==> src/rtl/apb_regbank_pkg.sv <==
// ----------------------------------------------------------------------------
// apb_regbank_pkg
// Shared definitions for the APB register bank.
//   state_t : transfer FSM states (idle / access phase)
//   CNT_W   : width of the access-phase wait-state counter
// ----------------------------------------------------------------------------
package apb_regbank_pkg;

    typedef enum logic {
        ST_IDLE   = 1'b0,
        ST_ACCESS = 1'b1
    } state_t;

    localparam int CNT_W = 4;

endpackage

==> src/rtl/apb_regbank_decode.sv <==
// ----------------------------------------------------------------------------
// apb_regbank_decode
// Combinational address/attribute decode for the APB register bank.
// Optional feature macro: APB_REGBANK_PROT_CHECK_EN (non-secure accesses to
// the upper half of the register space are rejected).
// Ports:
//   paddr    in  AW          byte address
//   pwrite   in  1           transfer direction
//   pprot    in  3           APB protection attributes
//   idx      out log2(NREGS) register index
//   oor      out 1           address bits above the index are nonzero
//   ro_err   out 1           write aimed at the read-only status register
//   prot_err out 1           protection violation (always 0 when disabled)
// ----------------------------------------------------------------------------
module apb_regbank_decode
    import apb_regbank_pkg::*;
#(
    parameter int AW    = 12,
    parameter int DW    = 32,
    parameter int NREGS = 16
) (
    input  logic [AW-1:0]              paddr,
    input  logic                       pwrite,
    input  logic [2:0]                 pprot,
    output logic [$clog2(NREGS)-1:0]   idx,
    output logic                       oor,
    output logic                       ro_err,
    output logic                       prot_err
);

    localparam int BW = $clog2(DW / 8);
    localparam int IW = $clog2(NREGS);
    localparam int HI = BW + IW;
    localparam logic [IW-1:0] LAST_IDX = IW'(NREGS - 1);

    assign idx = paddr[HI-1:BW];

    // Sub-word byte offset is irrelevant: accesses are always whole registers.
    logic unused_sub;
    assign unused_sub = ^paddr[BW-1:0];

    generate
        if (HI < AW) begin : g_oor
            assign oor = |paddr[AW-1:HI];
        end else begin : g_no_oor
            assign oor = 1'b0;
        end
    endgenerate

    // The last register mirrors live status and cannot be written.
    assign ro_err = pwrite & (idx == LAST_IDX);

`ifdef APB_REGBANK_PROT_CHECK_EN
    // Upper half of the index space is secure-only; PPROT[1]=1 means non-secure.
    assign prot_err = pprot[1] & idx[IW-1];
    logic unused_prot;
    assign unused_prot = pprot[0] ^ pprot[2];
`else
    assign prot_err = 1'b0;
    logic unused_prot;
    assign unused_prot = ^pprot;
`endif

endmodule

==> src/rtl/apb_regbank.sv <==
// ----------------------------------------------------------------------------
// apb_regbank
// APB slave register bank with configurable wait states. NREGS-1 writable
// registers plus a read-only live-status register at index NREGS-1.
// Optional feature macro: APB_REGBANK_PROT_CHECK_EN (see apb_regbank_decode).
// Ports:
//   PCLK, PRESETn          clock, asynchronous active-low reset
//   PADDR/PSEL/PENABLE/PWRITE/PWDATA/PSTRB/PPROT   APB request
//   PREADY/PRDATA/PSLVERR  APB response (valid on the completion cycle only)
//   regs_o                 flattened register contents, reg i at [i*DW +: DW]
//   sts_i                  live status, read back at index NREGS-1
//   wr_pulse_o             one-cycle strobe per register after a committed write
// ----------------------------------------------------------------------------
module apb_regbank
    import apb_regbank_pkg::*;
#(
    parameter int AW    = 12,
    parameter int DW    = 32,
    parameter int NREGS = 16,
    parameter int WAIT  = 0
) (
    input  logic                  PCLK,
    input  logic                  PRESETn,
    input  logic [AW-1:0]         PADDR,
    input  logic                  PSEL,
    input  logic                  PENABLE,
    input  logic                  PWRITE,
    input  logic [DW-1:0]         PWDATA,
    input  logic [DW/8-1:0]       PSTRB,
    input  logic [2:0]            PPROT,
    output logic                  PREADY,
    output logic [DW-1:0]         PRDATA,
    output logic                  PSLVERR,
    output logic [NREGS*DW-1:0]   regs_o,
    input  logic [DW-1:0]         sts_i,
    output logic [NREGS-1:0]      wr_pulse_o
);

    localparam int IW = $clog2(NREGS);
    localparam logic [IW-1:0]    LAST_IDX = IW'(NREGS - 1);
    localparam logic [CNT_W-1:0] WAIT_CNT = CNT_W'(WAIT);

    state_t                  state_reg;
    logic [CNT_W-1:0]        cnt_reg;
    logic [DW-1:0]           regs_reg [NREGS];
    logic [NREGS-1:0]        wr_pulse_reg;

    logic [IW-1:0]           idx;
    logic                    oor;
    logic                    ro_err;
    logic                    prot_err;
    logic                    err;
    logic                    ready;
    logic                    commit;

    apb_regbank_decode #(
        .AW    (AW),
        .DW    (DW),
        .NREGS (NREGS)
    ) u_decode (
        .paddr    (PADDR),
        .pwrite   (PWRITE),
        .pprot    (PPROT),
        .idx      (idx),
        .oor      (oor),
        .ro_err   (ro_err),
        .prot_err (prot_err)
    );

    assign err    = oor | ro_err | prot_err;
    assign ready  = (state_reg == ST_ACCESS) && (cnt_reg == '0) && PSEL && PENABLE;
    assign commit = ready & PWRITE & ~err;

    always_ff @(posedge PCLK or negedge PRESETn) begin
        if (!PRESETn) begin
            state_reg    <= ST_IDLE;
            cnt_reg      <= '0;
            wr_pulse_reg <= '0;
            for (int i = 0; i < NREGS; i++) begin
                regs_reg[i] <= '0;
            end
        end else begin
            wr_pulse_reg <= '0;
            case (state_reg)
                ST_IDLE: begin
                    if (PSEL && !PENABLE) begin
                        state_reg <= ST_ACCESS;
                        cnt_reg   <= WAIT_CNT;
                    end
                end
                ST_ACCESS: begin
                    if (!PSEL) begin
                        // Master dropped the transfer: abandon without side effects.
                        state_reg <= ST_IDLE;
                        cnt_reg   <= '0;
                    end else if (ready) begin
                        state_reg <= ST_IDLE;
                        if (commit) begin
                            for (int b = 0; b < DW / 8; b++) begin
                                if (PSTRB[b]) begin
                                    regs_reg[idx][b*8 +: 8] <= PWDATA[b*8 +: 8];
                                end
                            end
                            // Pulse even with all strobes low: the write still committed.
                            wr_pulse_reg[idx] <= 1'b1;
                        end
                    end else if (cnt_reg != '0) begin
                        cnt_reg <= cnt_reg - 1'b1;
                    end
                end
                default: begin
                    state_reg <= ST_IDLE;
                end
            endcase
        end
    end

    always_comb begin
        PRDATA = '0;
        if (ready && !PWRITE && !err) begin
            PRDATA = (idx == LAST_IDX) ? sts_i : regs_reg[idx];
        end
    end

    assign PREADY     = ready;
    assign PSLVERR    = ready & err;
    assign wr_pulse_o = wr_pulse_reg;

    generate
        for (genvar gi = 0; gi < NREGS; gi++) begin : g_regs_out
            assign regs_o[gi*DW +: DW] = regs_reg[gi];
        end
    endgenerate

endmodule
==> config.mk <==
export PLATFORM = sky130hd
export DESIGN_NAME = apb_regbank
export DESIGN_NICKNAME = d
export VERILOG_FILES = /design/src/rtl/apb_regbank_pkg.sv /design/src/rtl/apb_regbank_decode.sv /design/src/rtl/apb_regbank.sv
export SDC_FILE = /design/constraint.sdc
export NUM_CORES = 1
export LEC_CHECK = 0
export CORE_AREA = 2 2 256 258
export DETAILED_ROUTE_END_ITERATION = 8
export DIE_AREA = 0 0 258 260
export PLACE_DENSITY = 0.78
export SLEW_MARGIN = 20
export SYNTH_ARGS = -nofsm -noshare
export SYNTH_HDL_FRONTEND = slang
export SYNTH_SLANG_ARGS = --single-unit
==> constraint.sdc <==
create_clock -name PCLK -period 5.1 [get_ports PCLK]
set_input_delay 1.53 -clock PCLK [delete_from_list [all_inputs] [get_ports PCLK]]
set_output_delay 1.53 -clock PCLK [all_outputs]
set_load 0.01 [all_outputs]
==> implementation parameters, run 1 <==
Parameter                              Value

Run status
  Status ... complete, no violations

Detailed routing
  Total number of vias ... 17.9k
  Number of detailed-routing iterations run before antenna repair ... 5
  Average detailed-routed wire length per instance ... 31.2 um
  Remaining design rule violation count ... 0
  Detail Route Antenna Nets ... 0
  Wirelength, routed ... 97.2 mm
  Violation count after the first detailed-routing iteration ... 1436
  Vias per cell ... 5.72

Synthesis
  Syn avg cell area ... 17.5 sq um
  Share of flip-flops with an asynchronous set or reset after synthesis ... 100%
  Post-synthesis cell type with the largest combined area ... dfrtp_1
  Most repeated cell in the gate-level netlist after synthesis ... dfrtp_1
  Biggest area contributors in the synthesized netlist ... dfrtp_1 49%, mux2_4 26%, mux4_2 10%
  Share of the synthesized area in the top cell type ... 49.0%
  Count of unique library cells instantiated by Yosys ... 48
  Post-Synthesis Net Count ... 1647
  Post-synth EDFFs ... 0
  Sequential area share after synthesis ... 49.0%
  Most frequent cells after synthesis ... 533 x dfrtp_1, 480 x mux2_4, 126 x mux4_2
  Yosys warning count ... 0
  #FFs+latches synth ... 533
  Most instantiated flip-flop cell in the synthesis netlist ... dfrtp_1
  Netlist area before placement ... 27200 sq um
  Post-Syn Instances ... 1558

Worst hold path
  Kind of path behind the tightest hold check ... register to register
  Hold Crit Start ... regs_o[501]$_DFFE_PN0P_
  Hold Crit Depth ... 0
  Hold path endpoint ... regs_o[501]$_DFFE_PN0P_

Clock tree
  Clk pin slew, worst setup/hold paths ... 0.06 ns
  CTS Hold Bufs ... 0
  Maximum level of the CTS H-tree ... 2
  Library cell used as clock root buffer ... clkbuf_16
  Clock Latency Late Sink ... 0.62 ns
  CTS tree ... yes
  Num CTS Buffers ... 57
  TritonCTS Sinks ... 533
  CTS Buffer Depth ... 3

Critical path
  Slack of the worst reg-to-reg path ... 1.95 ns
  Startpoint types ... input port
  Type of destination of the critical path ... primary output
  Worst reg2reg endpoint ... regs_o[469]$_DFFE_PN0P_
  Worst EP arrival ... 3.53 ns
  CP Data Required Time ... 3.57 ns
  Start of the worst register-to-register path ... cnt_reg[0]$_DFFE_PN0P_
  Worst r2r path cells ... 8
  Critical path fanouts, max ... 5
  WS Path Type ... input port to primary output

Timing
  Post-route clock skew ... 0.0375 ns
  Final worst-path cycle share ... 99.2%
  Setup repair after global routing missed its margin ... yes
  Number of pins with negative max-slew slack in the final report ... 0
  Headroom to the max-slew limit ... 42.5%
  Final count of hold timing violations ... 0
  Tightest hold margin ... 0.378 ns
  Post-layout min period ... 5.06 ns
  Setup TNS ... 0 ns
  Final setup margin ... 0.0406 ns
  Worst-Margin Slew ... 0.855 ns
  Achievable frequency ... 198 MHz
  Number of endpoints failing setup at the final stage ... 0

Placed design
  Worst slack at placement ... -0.827 ns
  Dpl hpwl ... 66.2 mm
  Routability-driven placement congestion ratio ... 0.934
  Number of port buffers ... 644

Finish
  Flip-flop count of the largest register, all copies and words added ... 512
  Fillers ... 4797
  Fraction of layout cells with a size suffix above 1 ... 41.5%
  Area growth from synthesis to layout ... 36.7%
  Nets@finish ... 2309

Die
  Die H ... 260 um
  Die extent in x ... 258 um
  I/O Pins ... 650
  CORE AREA ... 64100 sq um
  Row count ... 93
  Starting density of the core ... 42.4%
  Area of the die ... 67100 sq um

GRT
  Global-route wire length before repair ... 140 mm
  Number of global-route vias before repair ... 18.9k
  Total congestion overflow after global routing ... 0
  Pin count of the biggest net entering global routing ... 113
  Number of antenna violations at the first check in global routing ... 4
  GRT Resource Usage Total ... 28.6%

Pwr
  Total power divided by cell area ... 242 nW/um^2
  Highest ir drop seen on vdd ... 236 uV
  Lkg Pwr ... 17.9 nW
  Design Power ... 9.00 mW

Job
  Number of max-cap violations ... 0
==> worst max-delay path, stage by stage <==
cell	delay, ns
clkbuf_2	0.08
or4_4	0.56
nor4_4	0.29
buf_6	0.15
buf_4	0.12
buf_12	0.13
bufbuf_16	0.27
nand4b_1	0.12
o221ai_2	0.09
buf_2	0.17
==> cell families after synthesis <==
group / after synthesis / synth area share, %
buffers and inverters: 149 / 2.70
AND/OR/NAND/NOR: 155 / 7.50
flip-flops: 533 / 49.0
other: 1 / 0.0138
AO/OA/AOI/OAI: 48 / 1.40
adder cells (fa/ha/maj): 1 / 0.0460
XOR/XNOR: 2 / 0.0644
multiplexers: 669 / 39.2
==> repair_timing <==
action,in CTS,in global routing
gates cloned,6,0
setup endpoints to repair,33,16
endpoints found under the hold margin,0,0
pin swaps,6,4
resized for setup,181,10
setup buffers,7,3
==> cell usage in the layout, fill, tap and decap left out, types with 14 or more instances in the layout <==
| cell type | instances |
|---|---|
| clkdlybuf4s50_1 | 600 |
| buf_2 | 31 |
| nand4_4 | 60 |
| nand4b_1 | 32 |
| mux2_4 | 480 |
| dfrtp_1 | 533 |
| mux4_2 | 126 |
| o221ai_2 | 15 |
| clkbuf_1 | 14 |
| clkbuf_16 | 57 |
| buf_12 | 25 |
| mux2i_1 | 63 |
| buf_4 | 67 |
==> metrics by stage <==
step	std cells	util [%]	area [sq um]
floorplan	1558	-	27200
global placement	3000	54.5	34900
detailed placement	3000	54.5	34900
CTS	3117	57.9	37100
global route	3121	58.0	37200
finish	3121	58.0	37200
==> metal layers <==
| layer | part of all wire (%) | up-vias | GRT usage, % |
|---|---|---|---|
| met3 | 7.4 | 217 | 6.79 |
| li1 | - | 7273 | - |
| met5 | 0.041 | - | 0 |
| met1 | 40 | 9472 | 36.5 |
| met2 | 48 | 890 | 46.9 |
| met4 | 4.4 | 6 | 12.1 |
==> worst max-delay path by stage <==
stage          slack, ns  startpoint    endpoint  depth (start not counted)
2_1_floorplan       0.40    PADDR[9]   PRDATA[0]                          5
3_3_place_gp       -0.78    PADDR[9]  PRDATA[16]                          8
3_5_place_dp       -0.83    PADDR[9]  PRDATA[17]                          8
4_1_cts             0.02   PADDR[11]  PRDATA[17]                         10
5_1_grt           -0.005    PADDR[8]  PRDATA[29]                         10
6_report            0.04   PADDR[11]  PRDATA[29]                         10
==> where the power goes <==
group	switching (mW)	internal (mW)	leakage [nW]
Combinational	0.325	0.186	9.48
Sequential	0.00339	4.23	7.45
Clock	1.76	2.49	0.938
Total	2.09	6.90	17.9
==> area by class of cell <==
cell class,count,area [sq um],area share [%]
clock inverter,21,255,0.686
inverter,6,22.5,0.0605
tap,855,1070,2.88
clock buffer,83,1640,4.42
antenna,1,2.50,0.00673
timing repair buffer,746,7550,20.3
multi-input combinational,876,13300,35.8
sequential,533,13300,35.9
Note: power is estimated with default switching activity, not from simulation.
==> run 2: changes to the inputs <==
--- a/config.mk
+++ b/config.mk
@@ -6,6 +6,7 @@
 export NUM_CORES = 1
 export LEC_CHECK = 0
 export CORE_AREA = 2 2 256 258
+export CTS_CLUSTER_DIAMETER = 50
 export DETAILED_ROUTE_END_ITERATION = 8
 export DIE_AREA = 0 0 258 260
 export PLACE_DENSITY = 0.78
==> run 2 against run 1 <==
Against the previous run: clock skew rose by 0.00064 ns; cell area grew 0.86%; via count up 0.29%; combinational power hardly changed; utilization up 0.50 points; hold slack got worse by 0.0011 ns; critical path type unchanged; critical endpoint is now PRDATA[13]; largest cell class unchanged; highest routed layer unchanged.
==> implementation parameters, run 2 (same netlist as run 1, synthesis figures left out) <==
Parameter                              Value

Run status
  Status ... complete, no violations (unchanged)

Pwr
  Lkg Pwr ... 18.0 nW (was 17.9 nW)
  Net Sw Power ... 2.29 mW (was 2.09 mW)
  Clock share of power ... 51.3% (was 47.2%)
  Combinational share of power ... 5.3% (was 5.7%)
  Highest ir drop seen on vdd ... 199 uV (was 236 uV)
  Total power divided by cell area ... 260 nW/um^2 (was 242 nW/um^2)
  Sw Ratio ... 23.5% (was 23.3%)
  Sequential power share ... 43.4% (was 47.1%)
  Cell Int Power ... 7.47 mW (was 6.90 mW)
  Design Power ... 9.76 mW (was 9.00 mW)

Timing
  Number of endpoints failing setup at the final stage ... 0 (unchanged)
  Final worst-path cycle share ... 98.9% (was 99.2%)
  Post-route clock skew ... 0.0382 ns (was 0.0375 ns)
  Setup TNS ... 0 ns (unchanged)
  Setup repair after global routing missed its margin ... yes (unchanged)
  Worst-Margin Slew ... 0.860 ns (was 0.855 ns)
  Headroom to the max-slew limit ... 42.2% (was 42.5%)
  Tightest hold margin ... 0.377 ns (was 0.378 ns)
  Number of pins with negative max-slew slack in the final report ... 0 (unchanged)
  Final count of hold timing violations ... 0 (unchanged)
  Post-layout min period ... 5.04 ns (was 5.06 ns)
  Achievable frequency ... 198 MHz (about the same)

Finish
  Final design utilization ... 58.5% (was 58.0%)
  Fillers ... 4769 (was 4797)
  Most frequent cells in the layout ... 602 x clkdlybuf4s50_1, 533 x dfrtp_1, 480 x mux2_4, 126 x mux4_2, 71 x clkbuf_16 (was 600 x clkdlybuf4s50_1, 533 x dfrtp_1, 480 x mux2_4, 126 x mux4_2, 67 x buf_4)
  Total area of multi-input combinational cells ... 13300 sq um (about the same)
  Flip-flop count of the largest register, all copies and words added ... 512 (unchanged)
  Flip-flop and latch area ... 13300 sq um (unchanged)
  Commonest non-fill, non-tap cell in the layout ... clkdlybuf4s50_1 (unchanged)
  Area growth from synthesis to layout ... 37.9% (was 36.7%)
  Fraction of layout cells with a size suffix above 1 ... 42.2% (was 41.5%)
  Nets@finish ... 2314 (was 2309)

Detailed routing
  Total number of vias ... 17.9k (about the same)
  Number of detailed-routing iterations run before antenna repair ... 5 (unchanged)
  Top routing layer used ... met5 (unchanged)
  Vias per cell ... 5.72 (about the same)
  Total length of routed met2 wires ... 47.2 mm (was 47.1 mm)
  Remaining design rule violation count ... 0 (unchanged)
  Average detailed-routed wire length per instance ... 30.8 um (was 31.2 um)
  Met3 routed WL ... 6.32 mm (was 7.23 mm)
  Detail Route Antenna Nets ... 0 (unchanged)
  Violation count after the first detailed-routing iteration ... 1474 (was 1436)
  Wirelength, routed ... 96.4 mm (was 97.2 mm)
  Routed met1 length ... 38.8 mm (was 38.6 mm)

Critical path
  Worst r2r path cells ... 8 (unchanged)
  WS Path Type ... input port to primary output (unchanged)
  Critical path fanouts, max ... 9 (was 5)
  Startpoint types ... input port (unchanged)
  Type of destination of the critical path ... primary output (unchanged)
  Worst EP arrival ... 3.51 ns (was 3.53 ns)
  Biggest cell delay along the critical path ... 0.56 ns (about the same)
  CP Data Required Time ... 3.57 ns (about the same)
  Worst path bufs/invs ... 5 (was 6)
  Logic depth of the worst setup path including buffers ... 9 (was 10)
  List of cells traversed by the critical path ... clkbuf_2 > or4_4 > nor4_4 > buf_4 > nand4b_1 > buf_6 > buf_12 > o221ai_2 > buf_2 (was clkbuf_2 > or4_4 > nor4_4 > buf_6 > buf_4 > buf_12 > bufbuf_16 > nand4b_1 > o221ai_2 > buf_2)
  Crit-path leading delay family ... simple AND/OR/NAND/NOR gates (unchanged)
  Slowest CP cell ... or4_4 (unchanged)

Clock tree
  Maximum level of the CTS H-tree ... 3 (was 2)
  Clk pin slew, worst setup/hold paths ... 0.06 ns (about the same)
  TritonCTS Sinks ... 533 (unchanged)
  Num CTS Buffers ... 68 (was 57)
  CTS Buffer Depth ... 3 (unchanged)
  Clock Latency Late Sink ... 0.60 ns (was 0.62 ns)
  CTS tree ... yes (unchanged)
  Library cell used as clock root buffer ... clkbuf_16 (unchanged)

GRT
  Total congestion overflow after global routing ... 0 (unchanged)
  Global-route wire length before repair ... 139 mm (was 140 mm)
  Number of antenna violations at the first check in global routing ... 4 (unchanged)
  GRT Resource Usage Total ... 28.3% (was 28.6%)
  Number of global-route vias before repair ... 19.1k (was 18.9k)
  Pin count of the biggest net entering global routing ... 113 (unchanged)

Worst hold path
  Hold Crit Depth ... 0 (unchanged)
  Kind of path behind the tightest hold check ... register to register (unchanged)

Job
  Number of max-cap violations ... 0 (unchanged)

Placed design
  Number of port buffers ... 644 (unchanged)
  Routability-driven placement congestion ratio ... 0.934 (unchanged)
  Dpl hpwl ... 66.2 mm (unchanged)

Die
  Row count ... 93 (unchanged)
  CORE AREA ... 64100 sq um (unchanged)
  Die extent in x ... 258 um (unchanged)
  Area of the die ... 67100 sq um (unchanged)
  I/O Pins ... 650 (unchanged)
  Die H ... 260 um (unchanged)
  Starting density of the core ... 42.4% (unchanged)
[run 2: cell count changes in the layout (fill, tap and decap cells not counted), moves of 2 or more]
cell,previous run,this run
inv_6,4,10
clkinv_2,9,7
clkdlybuf4s50_1,600,602
o221ai_2,15,17
dlygate4sd2_1,4,2
clkbuf_16,57,71
clkinv_8,0,5
clkbuf_1,14,7
buf_4,67,65
buf_16,8,4
[run 2: power groups by stage]
stage          Sequential, mW  Clock [mW]  Combinational (mW)
2_1_floorplan            4.31           0               0.220
3_5_place_dp             4.31           0               0.510
4_1_cts                  4.24        5.08               0.513
3_3_place_gp             4.31           0               0.498
5_1_grt                  4.23        5.25               0.546
6_report                 4.24        5.01               0.513
[run 2: worst paths after layout]
path	from	to	slack, ns
max	PADDR[11]	PRDATA[13]	0.06
min	regs_o[501]$_DFFE_PN0P_	regs_o[501]$_DFFE_PN0P_	0.38
max reg2reg	cnt_reg[0]$_DFFE_PN0P_	regs_o[467]$_DFFE_PN0P_	1.99
min reg2reg	regs_o[501]$_DFFE_PN0P_	regs_o[501]$_DFFE_PN0P_	0.38
max in group asynchronous	PRESETn	regs_o[420]$_DFFE_PN0P_	2.99
min in group asynchronous	PRESETn	regs_o[472]$_DFFE_PN0P_	0.81
[run 2: layout make-up]
class                           instances  area share [%]
Inverter                                6          0.0600
Sequential cell                       533            35.6
Tap cell                              855            2.85
Clock buffer                           90            5.22
Timing Repair Buffer                  740            19.8
Clock inverter                         31            1.10
Antenna cell                            1         0.00667
Multi-Input combinational cell        876            35.4
[run 2: metrics by stage]
step / area [sq um] / setup slack (ns) / cells
floorplan: 27200 / 0.397 / 1558
global placement: 34900 / -0.782 / 3000
detailed placement: 34900 / -0.827 / 3000
CTS: 37400 / 0.0355 / 3127
global route: 37500 / -0.00827 / 3132
finish: 37500 / 0.0552 / 3132
[run 2: timing repair]
action	in CTS	in global routing
cloned	2	1
endpoints found under the setup margin	33	20
pin swaps	3	5
hold buffers	0	0
gates resized for setup	162	16
setup buffers	4	2
[run 2: routing by layer]
| metal | up-vias | track usage (%) |
|---|---|---|
| met1 | 9534 | 36.0 |
| li1 | 7298 | - |
| met4 | 4 | 13.0 |
| met2 | 851 | 46.7 |
| met3 | 223 | 6.02 |
| met5 | - | 0 |
[run 2: worst reg2reg max path, delay by kind of cell, from the launching register on]
family	cells	cell delay, ns
adders and majority gates	1	0.21
buffers and inverters	3	0.70
DFF	1	0.40
muxes	1	0.45
and+or+nand+nor	3	1.26
==> variant 1 (config.mk and constraints of run 1) <==
The package constant `CNT_W` goes from 4 to 5.
--- a/src/rtl/apb_regbank_pkg.sv
+++ b/src/rtl/apb_regbank_pkg.sv
@@ -11,7 +11,7 @@
         ST_ACCESS = 1'b1
     } state_t;
 
-    localparam int CNT_W = 4;
+    localparam int CNT_W = 5;
 
 endpackage
 
Function: not settled (the Yosys comparison gave no result); the edit may change what the design does.
==> variant 1 against run 1 <==
Synthesized area is 1.1% lower; non-clock buffer count is 44 higher; cell area is 0.68% higher; cell count is 1.7% higher; sequential cell count is 1 higher; first-iteration DRC count is 2.9% higher; die area stayed put; register-to-register slack worse by 0.38 ns; total power is 1.8% higher; setup slack better by 0.053 ns; synthesized cell count is 0.39% higher; maximum frequency is 1.1% higher; wire length is 4.4% lower; count of clock-buffer cells in the layout is 3 lower; largest cell class unchanged.
==> variant 1: results (changes against run 1) <==
Status = finished clean
Cells after Synth = 1564 (+0.39%)
Drt first pass iters = 5 (unchanged)
Via density = 5.65 (-1.2%)
Layout net count = 2363 (+2.3%)
Worst R2R Setup Slack = 1.57 ns (-0.38 ns)
Worst Hold Class = flip-flop to flip-flop
Critical path endpoint = PRDATA[18]
Clock skew = 0.0156 ns (-0.0219 ns)
Yosys cell types = 39 (-19%)
Post-CTS Setup Bufs = 2 (-5)
Syn nets = 1654 (+0.43%)
Clock root buffer master = clkbuf_16
DR DRC count = 0 (unchanged)
Worst slack, placed = -0.786 ns (+0.0412 ns)
Yosys warning total = 0 (unchanged)
HPWL Detailed = 64.4 mm (-2.7%)
Reg2reg path depth = 8 (unchanged)
Setup_tns = 0 ns (unchanged)
Placed cell area = 0.0354 mm^2 (+1.2%)
GP Congestion = 0.970 (+3.8%)
WL/cell = 29.3 um (-6.0%)
Drt initial violations = 1477 (+2.9%)
Actual slew at the worst max-slew pin = 0.907 ns (+0.0519 ns)
Vias = 17900 (+0.51%)
Largest net degree at the start of global routing = 102 (-9.7%)
Lkg Pwr = 16.7 nW (-6.4%)
Clk. pwr = 0.00443 W (+4%)
Max rail drop VDD = 0.255 mV (+7.9%)
First-pass GRT wire length = 136 mm (-2.8%)
Design internal power = 0.00712 W (+3.1%)
Final total power = 0.00916 W (+1.8%)
Clock buffer count from CTS = 56 (-1.8%)
Initial antenna violation count = 2 (-2)
Critical path data arrival time = 3.48 ns (-0.05 ns)
Min-delay src = regs_o[489]$_DFFE_PN0P_
Sequential share of the synthesized area = 49.7% (+0.62 points)
Clock latency on the worst-skew pair = 0.59 ns (-0.03 ns)
R2r endpoint = regs_o[227]$_DFFE_PN0P_
Clock slew at reported path FFs = 0.06 ns (about the same)
Flop pwr share = 46.3% (-0.8 points)
Largest register FFs = 512 (unchanged)
Crit-path max FO = 16 (+11)
Placed insts = 3067 (+2.2%)
Vias in the first global route = 19200 (+1.6%)
CTS max path bufs = 3 (unchanged)
Worst Setup SP = PADDR[9]
Largest cells by area after synthesis = dfrtp_1, mux2_4, mux4_2
R2R Path Start = cnt_reg[0]$_DFFE_PN0P_
Global-route usage over all layers = 27.4% (-1.2 points)
Post-CTS sizing = 153 (-15%)
Final period util = 98.2% (-1.0 points)
Share of cells above drive strength 1 = 41.8% (+0.24 points)
Post-synth top cells = dfrtp_1, mux2_4, mux4_2, clkbuf_1, mux2i_1
Synth async-reset ratio = 100% (unchanged)
-- variant 1: final cells by class --
| type | count | area, um^2 |
|---|---|---|
| multi-input cells | 888 | 13100 |
| flip-flops and latches | 534 | 13400 |
| fillers | 4749 | 26700 |
| diodes | 1 | 2.50 |
| clock buffers | 80 | 1650 |
| repair buffers | 790 | 7880 |
| well taps | 855 | 1070 |
| inverters | 3 | 11.3 |
| clock inverters | 24 | 369 |
-- variant 1: per-layer routing --
layer / up-vias / part of all wire, % / track usage (%)
li1: 7347 / - / -
met1: 9480 / 40 / 36.2
met2: 913 / 48 / 44.6
met3: 207 / 7.8 / 6.07
met4: 2 / 3.9 / 9.83
met5: - / 0.011 / 0
-- variant 1: critical path, stage by stage --
cell and delay, ns:
clkdlybuf4s15_1 0.18, or4_4 0.50, nor4_4 0.33, buf_6 0.18, nand2b_4 0.12, buf_12 0.21, o221ai_4 0.23, buf_2 0.17
-- variant 1: cell families after synthesis --
group / after synthesis / synth area share, %
AO/OA/AOI/OAI: 47 / 1.37
AND/OR/NAND/NOR: 165 / 6.69
adder cells (fa/ha/maj): 2 / 0.0930
buffers and inverters: 142 / 2.38
XOR/XNOR: 2 / 0.0651
flip-flops: 534 / 49.7
other: 1 / 0.0139
multiplexers: 671 / 39.7
-- variant 1: worst min-delay path by stage --
stage,cells after the start,to,slack (ns)
global route,0,regs_o[489]$_DFFE_PN0P_,0.40
global placement,0,regs_o[489]$_DFFE_PN0P_,0.37
detailed placement,0,regs_o[489]$_DFFE_PN0P_,0.37
CTS,0,regs_o[489]$_DFFE_PN0P_,0.39
finish,0,regs_o[489]$_DFFE_PN0P_,0.39
floorplan,1,regs_o[489]$_DFFE_PN0P_,0.49
==> variant 2 (flow settings as in run 1) <==
Made on the original files. Put a register stage on the output `PSLVERR`, without a reset. The value now appears one clock later. The other outputs are not delayed to match. Comments in the files are not updated.
--- a/src/rtl/apb_regbank.sv
+++ b/src/rtl/apb_regbank.sv
@@ -123,7 +123,9 @@
     end
 
     assign PREADY     = ready;
-    assign PSLVERR    = ready & err;
+    always_ff @(posedge PCLK) begin
+        PSLVERR <= ready & err;
+    end
     assign wr_pulse_o = wr_pulse_reg;
 
     generate
Check against the original RTL: not settled (the Yosys comparison gave no result); the edit may change what the design does.
==> variant 2 against run 1 <==
The run now ends with setup timing left; non-clock buffer count down 6; sequential cell count up 1; total power up 2.0%; wire length down 1.2%; critical path depth down 1; cell count down 0.32%; cell area about the same; combinational power down 2%; synthesized area about the same; sequential power about the same; setup slack worse by 0.065 ns; sequential share of layout area about the same; synthesized cell count about the same; critical path type unchanged; largest power group unchanged.
==> variant 2: results (changes against run 1) <==
Share of cells above drive strength 1 = 42.1% (+0.52 points)
Clock skew = 0.0183 ns (-0.0192 ns)
CTS max path bufs = 3 (unchanged)
Largest register FFs = 512 (unchanged)
Ys flop type = dfrtp_1
Post-synth top cells = dfrtp_1, mux2_4, mux4_2, clkbuf_1, mux2i_1
Worst Hold Class = flip-flop to flip-flop
Drt first pass iters = 7 (+2)
Synthesized area per cell = 17.5 um^2 (about the same)
Final Instance Count excl. Fillers = 3111 (-0.32%)
Slew margin rel. = 40.6% (-2.0 points)
Metal3 WL = 6.13 mm (-15%)
IO buf count = 644 (unchanged)
CTS HTree Levels = 2 (unchanged)
Global-route usage over all layers = 28.2% (-0.46 points)
Vias in the first global route = 18900 (-0.13%)
Max rail drop VDD = 0.233 mV (-1.2%)
Wire length on met1 = 38.3 mm (-0.65%)
Clock latency on the worst-skew pair = 0.61 ns
Placed insts = 3000 (unchanged)
Crit-path max FO = 8 (+3)
Syn nets = 1648 (+0.061%)
Clock slew at reported path FFs = 0.06 ns (about the same)
Status = complete, but fails checks
Largest cells by area after synthesis = dfrtp_1, mux2_4, mux4_2
Clock buffer count from CTS = 57 (unchanged)
Synth async-reset ratio = 99.8% (-0.19 points)
Placed cell area = 0.0349 mm^2 (about the same)
Failing checks = setup timing
Top Metal Used = met5
Worst slack, placed = -0.747 ns (+0.0798 ns)
Final WS setup = -0.0248 ns (-0.0654 ns)
Sequential share of the synthesized area = 49.1% (about the same)
First-pass GRT wire length = 138 mm (-1.3%)
Metal2 WL = 47.6 mm (+1.1%)
Yosys warning total = 0 (unchanged)
Final setup viols = 1 (+1)
GP Congestion = 0.928 (-0.65%)
Layout net count = 2304 (-0.22%)
Drt initial violations = 1332 (-7.2%)
Initial antenna violation count = 3 (-1)
Via density = 5.73 (about the same)
Largest net degree at the start of global routing = 142 (+26%)
Lkg Pwr = 17.9 nW (unchanged)
Ant diodes = 0 (-1)
HPWL Detailed = 65.5 mm (-1.1%)
WL final = 96.1 mm (-1.2%)
Yosys cell types = 49 (+2.1%)
Critical path data arrival time = 3.59 ns (+0.06 ns)
[variant 2: cell types whose count changed after synthesis, sizes merged]
cell / before / now
dfxtp: 0 / 1
[variant 2: path summary, 6_finish.rpt]
| check | slack [ns] | depth (start not counted) | endpoint | startpoint |
|---|---|---|---|---|
| min in group asynchronous | 0.91 | 1 | regs_o[501]$_DFFE_PN0P_ | PRESETn |
| worst min register to register | 0.38 | 0 | regs_o[501]$_DFFE_PN0P_ | regs_o[501]$_DFFE_PN0P_ |
| max in group asynchronous | 2.88 | 2 | regs_o[29]$_DFFE_PN0P_ | PRESETn |
| worst max register to register | 1.94 | 8 | regs_o[204]$_DFFE_PN0P_ | cnt_reg[0]$_DFFE_PN0P_ |
| worst max-delay path | -0.02 | 9 | PRDATA[14] | PADDR[9] |
| worst min-delay path | 0.38 | 0 | regs_o[501]$_DFFE_PN0P_ | regs_o[501]$_DFFE_PN0P_ |
[variant 2: timing repair]
action                     4_1_cts  5_1_grt
cloned                           3        1
setup endpoints to repair       32       32
hold endpoints to repair         0        0
setup buffers                    6        1
pin swaps                        4        5
gates resized for setup        152       38
[variant 2: worst max-delay path, stage by stage]
cell and delay, ns:
clkbuf_2 0.08, or4_4 0.56, nor4_4 0.34, buf_4 0.17, nand4b_1 0.16, buf_6 0.20
buf_16 0.17, o221ai_2 0.18, buf_2 0.16
[variant 2: layer usage]
layer,vias to the layer above,global-route usage [%]
li1,7261,-
met4,4,10.9
met2,846,46.9
met1,9500,36.3
met3,200,5.71
met5,-,0
[variant 2: cells by family after synthesis]
| logic type | Yosys count | share of synthesized area [%] |
|---|---|---|
| fa+ha+maj | 1 | 0.0460 |
| buf+inv | 149 | 2.70 |
| xor+xnor | 2 | 0.0644 |
| compound gates | 48 | 1.40 |
| mux | 669 | 39.2 |
| simple gates | 155 | 7.50 |
| other cells | 1 | 0.0138 |
| flops | 534 | 49.1 |
[variant 2: layout make-up]
cell class                 instances  area (um^2)
timing repair buffer             740         7400
sequential                       534        13400
tap                              855         1070
fill                            4734        26900
inverter                           6         22.5
clock buffer                      76         1610
clock inverter                    24          388
multi-input combinational        876        13400
[variant 2: metrics by stage]
step | TNS (ns) | power, W
after global placement | -18.25 | 0.00481
after floorplan | 0 | 0.00454
after CTS | -0.306 | 0.00925
after detailed placement | -18.66 | 0.00483
after global routing | -1.55 | 0.00946
final | -0.0248 | 0.00918
[variant 2: power by group]
part           internal, W  switching [W]
Sequential         0.00424     0.00000347
Combinational     0.000179       0.000321
Clock              0.00271        0.00173
Total              0.00713        0.00205
